**config.mk**
```make
export PLATFORM = sky130hd
export DESIGN_NAME = clk_period_meter
export DESIGN_NICKNAME = d
export VERILOG_FILES = /design/src/rtl/clk_period_meter.sv
export SDC_FILE = /design/constraint.sdc
export NUM_CORES = 1
export LEC_CHECK = 0
export BUFFER_PORTS_ARGS = -buffer_cell sky130_fd_sc_hd__buf_2
export CAP_MARGIN = 25
export CELL_PAD_IN_SITES_DETAIL_PLACEMENT = 1
export CELL_PAD_IN_SITES_GLOBAL_PLACEMENT = 1
export CORE_MARGIN = 2
export CORE_UTILIZATION = 47
export DETAILED_ROUTE_END_ITERATION = 12
export MAX_ROUTING_LAYER = met4
export PLACE_DENSITY = 0.85
export SKIP_CTS_REPAIR_TIMING = 1
export SYNTH_ARGS = -nofsm -noshare
export SYNTH_HDL_FRONTEND = slang
export SYNTH_SLANG_ARGS = --single-unit
```
**constraint.sdc**
```tcl
create_clock -name clk_in -period 3.41 [get_ports clk_in]
set_input_delay 1.023 -clock clk_in [delete_from_list [all_inputs] [get_ports clk_in]]
set_output_delay 1.023 -clock clk_in [all_outputs]
set_load 0.01 [all_outputs]
```
**src/rtl/clk_period_meter.sv**
```systemverilog
// Purpose: measures the period of clk_meas in clk_in cycles and recovers the divider scale (period/2, saturated).
// Latency: result valid the cycle after the terminating synchronized rising edge; timeout after 2^CNT_WIDTH-1 cycles.
// Backpressure: result held stable in DONE until valid&ready; start is ignored while busy.
// Option: define CLK_PERIOD_METER_CONTINUOUS_EN to re-arm automatically after each accepted result.
module clk_period_meter #(
    parameter int WIDTH       = 8,
    parameter int CNT_WIDTH   = 16,
    parameter int SYNC_STAGES = 2
) (
    input  logic                 clk_in,
    input  logic                 nrst,
    input  logic                 clk_meas,
    input  logic                 start,
    input  logic                 ready,
    output logic                 valid,
    output logic [CNT_WIDTH-1:0] period_out,
    output logic [WIDTH-1:0]     scale_out,
    output logic                 timeout,
    output logic                 busy
);
    // Common width for comparing the halved count against the scale ceiling.
    localparam int XW = (WIDTH > CNT_WIDTH) ? WIDTH : CNT_WIDTH;
    localparam logic [CNT_WIDTH-1:0] CNT_MAX = '1;

    typedef enum logic [1:0] {
        ST_IDLE  = 2'd0,
        ST_ARM   = 2'd1,
        ST_COUNT = 2'd2,
        ST_DONE  = 2'd3
    } state_t;

    state_t                 state;
    state_t                 state_nxt;
    logic [CNT_WIDTH-1:0]   cnt;
    logic [CNT_WIDTH-1:0]   cnt_nxt;
    logic [CNT_WIDTH-1:0]   period_nxt;
    logic [WIDTH-1:0]       scale_nxt;
    logic [WIDTH-1:0]       scale_clamp;
    logic                   timeout_nxt;
    logic [SYNC_STAGES-1:0] sync_q;
    logic                   meas_d;
    logic                   rise;
    logic [XW-1:0]          half_x;

    // Synchronizer chain for clk_meas plus one delay flop for edge detection.
    always_ff @(posedge clk_in or negedge nrst) begin
        if (!nrst) begin
            sync_q <= '0;
            meas_d <= 1'b0;
        end else begin
            sync_q <= {sync_q[SYNC_STAGES-2:0], clk_meas};
            meas_d <= sync_q[SYNC_STAGES-1];
        end
    end

    assign rise  = sync_q[SYNC_STAGES-1] & ~meas_d;
    assign valid = (state == ST_DONE);
    assign busy  = (state != ST_IDLE);

    // Recovered scale: half the period, saturated to the scale width.
    always_comb begin
        half_x = XW'(cnt >> 1);
        if (half_x > XW'({WIDTH{1'b1}})) begin
            scale_clamp = '1;
        end else begin
            scale_clamp = half_x[WIDTH-1:0];
        end
    end

    // Next-state and next-result logic; a rise beats counter saturation.
    always_comb begin
        state_nxt   = state;
        cnt_nxt     = cnt;
        period_nxt  = period_out;
        scale_nxt   = scale_out;
        timeout_nxt = timeout;
        case (state)
            ST_IDLE: begin
                if (start) begin
                    cnt_nxt   = '0;
                    state_nxt = ST_ARM;
                end
            end
            ST_ARM: begin
                if (rise) begin
                    cnt_nxt   = CNT_WIDTH'(1);
                    state_nxt = ST_COUNT;
                end else if (cnt == CNT_MAX) begin
                    period_nxt  = '1;
                    scale_nxt   = '0;
                    timeout_nxt = 1'b1;
                    state_nxt   = ST_DONE;
                end else begin
                    cnt_nxt = cnt + CNT_WIDTH'(1);
                end
            end
            ST_COUNT: begin
                if (rise) begin
                    period_nxt  = cnt;
                    scale_nxt   = scale_clamp;
                    timeout_nxt = 1'b0;
                    state_nxt   = ST_DONE;
                end else if (cnt == CNT_MAX) begin
                    period_nxt  = '1;
                    scale_nxt   = '0;
                    timeout_nxt = 1'b1;
                    state_nxt   = ST_DONE;
                end else begin
                    cnt_nxt = cnt + CNT_WIDTH'(1);
                end
            end
            ST_DONE: begin
                if (ready) begin
`ifdef CLK_PERIOD_METER_CONTINUOUS_EN
                    cnt_nxt   = '0;
                    state_nxt = ST_ARM;
`else
                    state_nxt = ST_IDLE;
`endif
                end
            end
            default: begin
                state_nxt = ST_IDLE;
            end
        endcase
    end

    // State, counter and held result registers.
    always_ff @(posedge clk_in or negedge nrst) begin
        if (!nrst) begin
            state      <= ST_IDLE;
            cnt        <= '0;
            period_out <= '0;
            scale_out  <= '0;
            timeout    <= 1'b0;
        end else begin
            state      <= state_nxt;
            cnt        <= cnt_nxt;
            period_out <= period_nxt;
            scale_out  <= scale_nxt;
            timeout    <= timeout_nxt;
        end
    end
endmodule

```
==> results of run 1 <==
worst min path at each step:
stage | end | slack (ps)
2_1_floorplan | sync_q[1] | 330
3_3_place_gp | sync_q[1] | 340
3_5_place_dp | sync_q[1] | 350
4_1_cts | sync_q[1] | 370
5_1_grt | sync_q[1] | 380
6_report | sync_q[1] | 360
registers in the layout, summed over array words and instances (netlist names):
name	count
cnt	16
meas_d	1
period_out	16
scale_out	8
state	2
sync_q	2
timeout	1
layout make-up:
cell class,count,share of cell area [%]
Sequential cell,46,43.9
Multi-Input combinational cell,152,38.7
Timing Repair Buffer,36,7.83
Tap cell,67,3.20
Clock buffer,6,2.77
Inverter,15,2.15
Clock inverter,2,1.43
power breakdown:
part / total [W] / switching [W] / internal, W
registers: 0.000742 / 0.0000833 / 0.000658
logic: 0.000684 / 0.000418 / 0.000266
clock network: 0.000415 / 0.000196 / 0.000219
stage by stage:
step | std cells | utilization (%) | instance area [um2] | worst slack (ps)
6_report | 324 | 55.5 | 2620 | 836
5_1_grt | 324 | 55.5 | 2620 | 591
4_1_cts | 323 | 55.1 | 2600 | 837
3_5_place_dp | 315 | 52.7 | 2490 | 643
3_3_place_gp | 315 | 52.7 | 2490 | 820
2_1_floorplan | 225 | - | 2290 | 1270
layer usage:
metal | vias to the layer above | GRT usage [%] | part of all wire, %
met5 | - | - | 0
met4 | 0 | 6.87 | 0.93
met3 | 7 | 5.49 | 2.8
met2 | 30 | 41.3 | 51
met1 | 994 | 32.1 | 45
li1 | 911 | - | -
kinds of logic after synthesis:
group | Yosys count
AND/OR/NAND/NOR | 74
AO/OA/AOI/OAI | 70
flip-flops | 46
buffers and inverters | 27
adder cells (fa/ha/maj) | 7
multiplexers | 1
cell usage in the layout, fill, tap and decap left out, drive strengths merged, types with 2 or more instances in the layout:
cell,n
a21oi,14
a2bb2oi,2
and2,2
and3,5
buf,36
clkbuf,6
dfrtp,46
ha,7
inv,15
nand2,12
nand2b,2
nand3,12
nand3b,2
nand4,5
nor2,13
nor3,3
nor4,4
o211ai,2
o21ai,9
o22a,17
o22ai,8
o31ai,8
or3,3
or4,8
==> flow_summary.yaml, run 1 <==
cells_and_area:
  antenna_cells: 0
  seqCellArea_mm2: 0.00115
  layout-drive-gt1-share_pct: 18.3
  areaGrowthSynthToFinish_pct: 14.4
  num-nets-final: 268
  multiInputGateArea_mm2: 0.00101
  fillers: 548
setup_path:
  critPathKind: "reg -> reg"
  crit_cells: 6
  critPathTopFamily: "simple AND/OR/NAND/NOR gates"
  critPathMaxFanout: 19
  path_cells: "inv_1, ha_1, or3_1, nand3_1, or4_1, a21oi_1"
  timing.rr.end: "cnt[2]"
  max_stage_delay_ps: 670
  worstReg2RegStart: "state[0]"
  cp-end-kind: "register"
  worstSetupStartpoint: "state[0]"
  critPathRequiredTime_ps: 3630
  reg2reg_slack_ps: 840
  startpoint_type: "register"
  worst_r2r_path_depth: 6
  endpoint: "cnt[2]"
  slowest_stage: "or4_1"
  worstPathArrival_ps: 2800
  path_buf_inv: 1
floorplanning:
  core_mm2: 0.00472
  fp.dieW_um: 73.8
  start_util_pct: 48.5
  io_pins: 32
  dieArea_mm2: 0.00545
  die_h_um: 73.8
  std_cell_rows: 25
grt:
  grt_pass1_vias: 2064
  grt_usage_pct: 25.4
  grt_max_degree: 47
  grt_pass1_wl_um: 10300
  overflow: 0
  antenna_found_initial: 0
route:
  drt_iter0_drc: 148
  routed_wl_um: 5940
  via_per_inst: 5.99
  num_vias: 1942
  drc: 0
  routedWlPerCell_um: 18.3
  drt_pass1_iterations: 4
  ant_nets: 0
logic_synthesis:
  ys_warn_count: 0
  synth_top_cells_by_area: "dfrtp_1 (50%), o22a_1 (6.5%), ha_1 (3.8%)"
  synth_top_family_by_area: "compound AO/OA/AOI/OAI gates"
  syn_area_mm2: 0.00229
  avgSynthCellArea_um2: 10.2
  yosys-top-cells-count: "dfrtp_1 (46), o22a_1 (17), inv_1 (15)"
  synthXorXnorAreaFrac_pct: 0
  synth-seq-area-share_pct: 50.2
  synth_top_area_share_pct: 50.2
  yosysUniqueCellTypes: 43
  synth.most_common_cell: "dfrtp_1"
  synth_fa_ha_area_share_pct: 3.82
  ys_ff_latch: 46
  synth_top_cell_by_area: "dfrtp_1"
  yosys.area_share.simple_pct: 17.8
  synthFlopType: "dfrtp_1"
  syn_inst: 225
  synth-edff-count: 0
  synth-async-reset-ratio_pct: 100
  muxShareOfSynthArea_pct: 0.437
  synth_compound_area_share_pct: 22.2
  syn_nets: 237
timing:
  period_minus_slack_ps: 2570
  final-setup-viol-count: 0
  slew_viol_final: 0
  tightest_slew_ps: 679
  slew_headroom_pct: 54.4
  setup_tns_ps: 0
  final.setup_skew_ps: 7.08
  finalHoldViolations: 0
  finalCritPeriodShare_pct: 75.5
  hold-worst-slack_ps: 364
  clock.fmax_ghz: 0.389
  grt_setup_unrepaired: "false"
min_path:
  hp-start: "sync_q[0]"
  hold_path.class: "reg -> reg"
  worst_hold_path.num_cells: 0
cts:
  numClockSinks: 46
  numCtsBuffers: 5
  cts_max_level: 2
  cts_buffer_depth: 2
  tritoncts: "built"
  cts.clk_slew.worst_paths_ps: 90
  clock_latency_ps: 310
  root_buffer: "clkbuf_8"
power_and_ir_drop:
  power_density_mw_per_mm2: 702
  peakVddDrop_uv: 326
  total_leakage_power_nw: 1.04
  totalPowerFinal_w: 0.00184
run:
  maxCapViolations: 0
placed_design:
  portBuffers: 31
  dp_hpwl_um: 4090
  gp_congestion: 0.857
outcome:
  status: "finished, final reports clean"
Note: power is estimated with default switching activity, not from simulation.
==> run 2, diff against run 1 <==
--- a/config.mk
+++ b/config.mk
@@ -10,10 +10,10 @@
 export CELL_PAD_IN_SITES_DETAIL_PLACEMENT = 1
 export CELL_PAD_IN_SITES_GLOBAL_PLACEMENT = 1
 export CORE_MARGIN = 2
-export CORE_UTILIZATION = 47
+export CORE_UTILIZATION = 40
 export DETAILED_ROUTE_END_ITERATION = 12
 export MAX_ROUTING_LAYER = met4
-export PLACE_DENSITY = 0.85
+export PLACE_DENSITY = 0.77
 export SKIP_CTS_REPAIR_TIMING = 1
 export SYNTH_ARGS = -nofsm -noshare
 export SYNTH_HDL_FRONTEND = slang
==> constraint.sdc (replaced) <==
create_clock -name clk_in -period 2.3 [get_ports clk_in]
set_input_delay 0.69 -clock clk_in [delete_from_list [all_inputs] [get_ports clk_in]]
set_output_delay 0.69 -clock clk_in [all_outputs]
set_load 0.01 [all_outputs]
==> run 2 against run 1 <==
Net effect: power rose by 52%; via count rose by 0.31%; sequential share of layout area fell by 1.5 points; clock skew barely moved; cell area rose by 3.5%; final cell count rose by 4.9%; flip-flop and latch count did not move; clock-buffer cell count did not move; sequential power rose by 47%; routed wire length rose by 2.8%; first-iteration DRC count fell by 8.8%; largest cell class unchanged; largest power group is now combinational logic; highest routed layer unchanged.
==> flow_summary.yaml, run 2 (synthesis results as in run 1) <==
outcome:
  status: "finished, final reports clean"
setup_path:
  worst_r2r_path_depth: 7
  cp-end-kind: "register"
  critPathMaxFanout: 12
  worstPathArrival_ps: 2350
  critPathRequiredTime_ps: 2510
  startpoint_type: "register"
  crit_cells: 7
  path_buf_inv: 2
  max_stage_delay_ps: 430
  reg2reg_slack_ps: 160
  slowest_stage: "o41a_1"
  worstReg2RegStart: "state[0]"
  critPathKind: "reg -> reg"
  timing.rr.end: "cnt[15]"
  critPathTopFamily: "compound AO/OA/AOI/OAI gates"
  path_cells: "inv_1, ha_2, or3_1, nand3_1, buf_4, o41a_1, a211oi_1"
cts:
  root_buffer: "clkbuf_8"
  numClockSinks: 46
  numCtsBuffers: 5
  clock_latency_ps: 300
  cts_max_level: 2
  cts.clk_slew.worst_paths_ps: 90
  cts_buffer_depth: 2
  tritoncts: "built"
power_and_ir_drop:
  power_density_mw_per_mm2: 1030
  peakVddDrop_uv: 517
  total_leakage_power_nw: 1.09
floorplanning:
  die_h_um: 79.7
  start_util_pct: 41.6
  std_cell_rows: 27
  io_pins: 32
  dieArea_mm2: 0.00635
  core_mm2: 0.00551
  fp.dieW_um: 79.7
cells_and_area:
  layout_commonest_cell: "dfrtp_1"
  antenna_cells: 0
  areaGrowthSynthToFinish_pct: 18.3
  fin_cells: 340
  layout-drive-gt1-share_pct: 22.0
  reg_top3: "cnt x16, period_out x16, scale_out x8"
  utilization_pct: 49.3
  num-nets-final: 279
  layout_common_cells: "dfrtp_1 (46), buf_2 (31), o22a_1 (17)"
run:
  maxCapViolations: 0
timing:
  slew_viol_final: 0
  grt_setup_unrepaired: "false"
  setup_tns_ps: 0
  tightest_slew_ps: 687
  finalCritPeriodShare_pct: 93.2
  final-setup-viol-count: 0
  final.setup_skew_ps: 7.52
  clock.fmax_ghz: 0.467
  period_minus_slack_ps: 2140
  hold-worst-slack_ps: 342
  slew_headroom_pct: 53.7
  finalHoldViolations: 0
placed_design:
  dp_cells: 332
  dp_hpwl_um: 4360
  gp_congestion: 0.879
  portBuffers: 31
grt:
  grt_pass1_wl_um: 10200
  overflow: 0
  grt_pass1_vias: 1982
  antenna_found_initial: 0
  grt_max_degree: 25
  grt_usage_pct: 21.2
route:
  via_per_inst: 5.73
  drc: 0
  drt_iter0_drc: 135
  drt_pass1_iterations: 4
  num_vias: 1948
  routedWlPerCell_um: 18.0
  ant_nets: 0
  routed_wl_um: 6110
min_path:
  hold_path.class: "in -> async"
[run 2: changes by cell type in the layout (fill, tap and decap cells not counted)]
cell	change
ha_2	+1
buf_4	+11
ha_1	-1
[run 2: worst max path at each step]
stage | startpoint | end | slack [ps]
2_1_floorplan | state[0] | cnt[0] | 310
3_3_place_gp | state[0] | cnt[3] | 280
3_5_place_dp | state[0] | cnt[15] | 150
4_1_cts | state[0] | cnt[15] | 100
5_1_grt | state[0] | cnt[15] | 20
6_report | state[0] | cnt[15] | 160
[run 2: final cells by class]
class | count | area [um2]
fillers | 637 | 2790
inverters | 15 | 56.3
well taps | 72 | 90.1
flip-flops and latches | 46 | 1150
repair buffers | 47 | 288
clock buffers | 6 | 72.6
clock inverters | 2 | 37.5
multi-input cells | 152 | 1020
[run 2: power by group]
group	switching [W]	internal, W
Clock	0.000281	0.000324
Sequential	0.000116	0.000976
Combinational	0.000643	0.000459
[run 2: layer usage]
metal  vias up  routed length, um  GRT usage, %
met2        46               2980          33.9
met4         0                 55          4.14
met1       965               2840          28.8
met3         5                235          3.73
li1        932                  -             -
met5         -                  0             -
[run 2: metrics by stage]
stage	area (um2)	worst slack, ps	power [W]
finish	2710	157	0.00280
global route	2710	20.4	0.00298
CTS	2710	102	0.00281
detailed placement	2600	150	0.00221
global placement	2600	280	0.00217
floorplan	2290	306	0.00175
==> run 3, diff against run 2 <==
--- a/config.mk
+++ b/config.mk
@@ -13,7 +13,7 @@
 export CORE_UTILIZATION = 40
 export DETAILED_ROUTE_END_ITERATION = 12
 export MAX_ROUTING_LAYER = met4
-export PLACE_DENSITY = 0.77
+export PLACE_DENSITY_LB_ADDON = 0.15
 export SKIP_CTS_REPAIR_TIMING = 1
 export SYNTH_ARGS = -nofsm -noshare
 export SYNTH_HDL_FRONTEND = slang
==> run 3 against run 2 <==
Net effect: power shrank 3.3%; highest routed layer unchanged; flip-flop and latch count stayed put; critical endpoint is now cnt[2]; register-to-register slack improved by 100 ps; combinational power hardly changed; first-iteration DRC count fell by 5.9%; critical path type unchanged; global-route usage increased by 0.54 points; die area is the same; final cell count increased by 1.2%.
==> flow_summary.yaml, run 3 (synthesis results as in run 1) <==
cells_and_area:
  reg_top3: "cnt x16, period_out x16, scale_out x8"
  layout_common_cells: "dfrtp_1 (46), buf_2 (31), buf_4 (18)"
  layout_commonest_cell: "dfrtp_1"
  layout-drive-gt1-share_pct: 23.2
  num-nets-final: 283
  areaGrowthSynthToFinish_pct: 19.2
  antenna_cells: 0
  fin_cells: 344
grt:
  grt_max_degree: 47
  antenna_found_initial: 0
  overflow: 0
  grt_usage_pct: 21.8
  grt_pass1_wl_um: 10300
  grt_pass1_vias: 2008
power_and_ir_drop:
  total_leakage_power_nw: 1.12
  peakVddDrop_uv: 608
  power_density_mw_per_mm2: 991
floorplanning:
  fp.dieW_um: 79.7
  start_util_pct: 41.6
  die_h_um: 79.7
  io_pins: 32
  std_cell_rows: 27
  dieArea_mm2: 0.00635
  core_mm2: 0.00551
min_path:
  hold_path.class: "in -> async"
timing:
  clock.fmax_ghz: 0.490
  hold-worst-slack_ps: 351
  finalWorstSetupSlack_ps: 260
  final-setup-viol-count: 0
  finalCritPeriodShare_pct: 88.7
  grt_setup_unrepaired: "false"
  finalHoldViolations: 0
  tightest_slew_ps: 747
  slew_viol_final: 0
  setup_tns_ps: 0
  final.setup_skew_ps: 6.72
  period_minus_slack_ps: 2040
  slew_headroom_pct: 49.7
placed_design:
  gp_congestion: 0.798
  dp_hpwl_um: 4250
  pre_cts_ws_ps: 277
  portBuffers: 31
  dp_cells: 336
cts:
  root_buffer: "clkbuf_8"
  tritoncts: "built"
  cts_max_level: 2
  numCtsBuffers: 5
  numClockSinks: 46
  clock_latency_ps: 300
  cts_buffer_depth: 2
  cts.clk_slew.worst_paths_ps: 90
route:
  ant_nets: 0
  routedWlPerCell_um: 17.5
  drt_iter0_drc: 127
  routed_wl_um: 6020
  drt_pass1_iterations: 4
  drc: 0
  via_per_inst: 5.73
  num_vias: 1970
setup_path:
  startpoint_type: "register"
  worstPathArrival_ps: 2260
  critPathKind: "reg -> reg"
  critPathMaxFanout: 7
  critPathRequiredTime_ps: 2520
  cp-end-kind: "register"
  reg2reg_slack_ps: 260
run:
  maxCapViolations: 0
outcome:
  status: "finished, final reports clean"
==> run 3: changes by cell type in the layout (fill, tap and decap cells not counted), sizes merged <==
cell	before	now
clkbuf	6	5
buf	47	51
clkinv	0	2
bufinv	1	0
==> run 3: final cells by class <==
type	instances	area, um2
Clock inverter	3	21.3
Fill cell	635	2770
Clock buffer	5	68.8
Timing Repair Buffer	51	330
Inverter	15	56.3
Multi-Input combinational cell	152	1010
Sequential cell	46	1150
Tap cell	72	90.1
==> run 3: routing by layer <==
layer	wire (um)	global-route usage (%)	part of all wire, %	vias up
met5	0	-	0	-
met4	72	5.69	1.2	0
met3	189	3.73	3.1	4
met2	2920	34.0	49	34
met1	2840	29.6	47	997
li1	-	-	-	935
==> run 3: power by group <==
part / internal (W) / total [W] / switching (W)
combinational: 0.000471 / 0.00110 / 0.000633
sequential: 0.000976 / 0.00110 / 0.000119
clock: 0.000214 / 0.000508 / 0.000294
total: 0.00166 / 0.00271 / 0.00105
==> run 3: path summary, 6_finish.rpt <==
check,end,start,depth (start not counted)
min in group clk_in,sync_q[1],sync_q[0],0
setup / recovery,cnt[2],state[0],7
setup reg to reg,cnt[2],state[0],7
hold reg to reg,sync_q[1],sync_q[0],0
hold / removal,cnt[6],nrst,2
max in group asynchronous,cnt[2],nrst,2
==> run 3: worst max-delay path, cell delays in order, from the launching register on <==
cell and delay, ps:
dfrtp_1 410, inv_1 150, ha_1 260, or3_1 180, nand3_1 120, buf_4 190, or4_1 480, a21oi_1 190
==> run 3: stage by stage <==
stage | total power [W] | util, % | instance area (um2)
floorplan | 0.00175 | - | 2290
global placement | 0.00219 | 48.0 | 2640
detailed placement | 0.00222 | 48.0 | 2640
CTS | 0.00274 | 49.6 | 2730
global route | 0.00291 | 49.6 | 2730
finish | 0.00271 | 49.6 | 2730
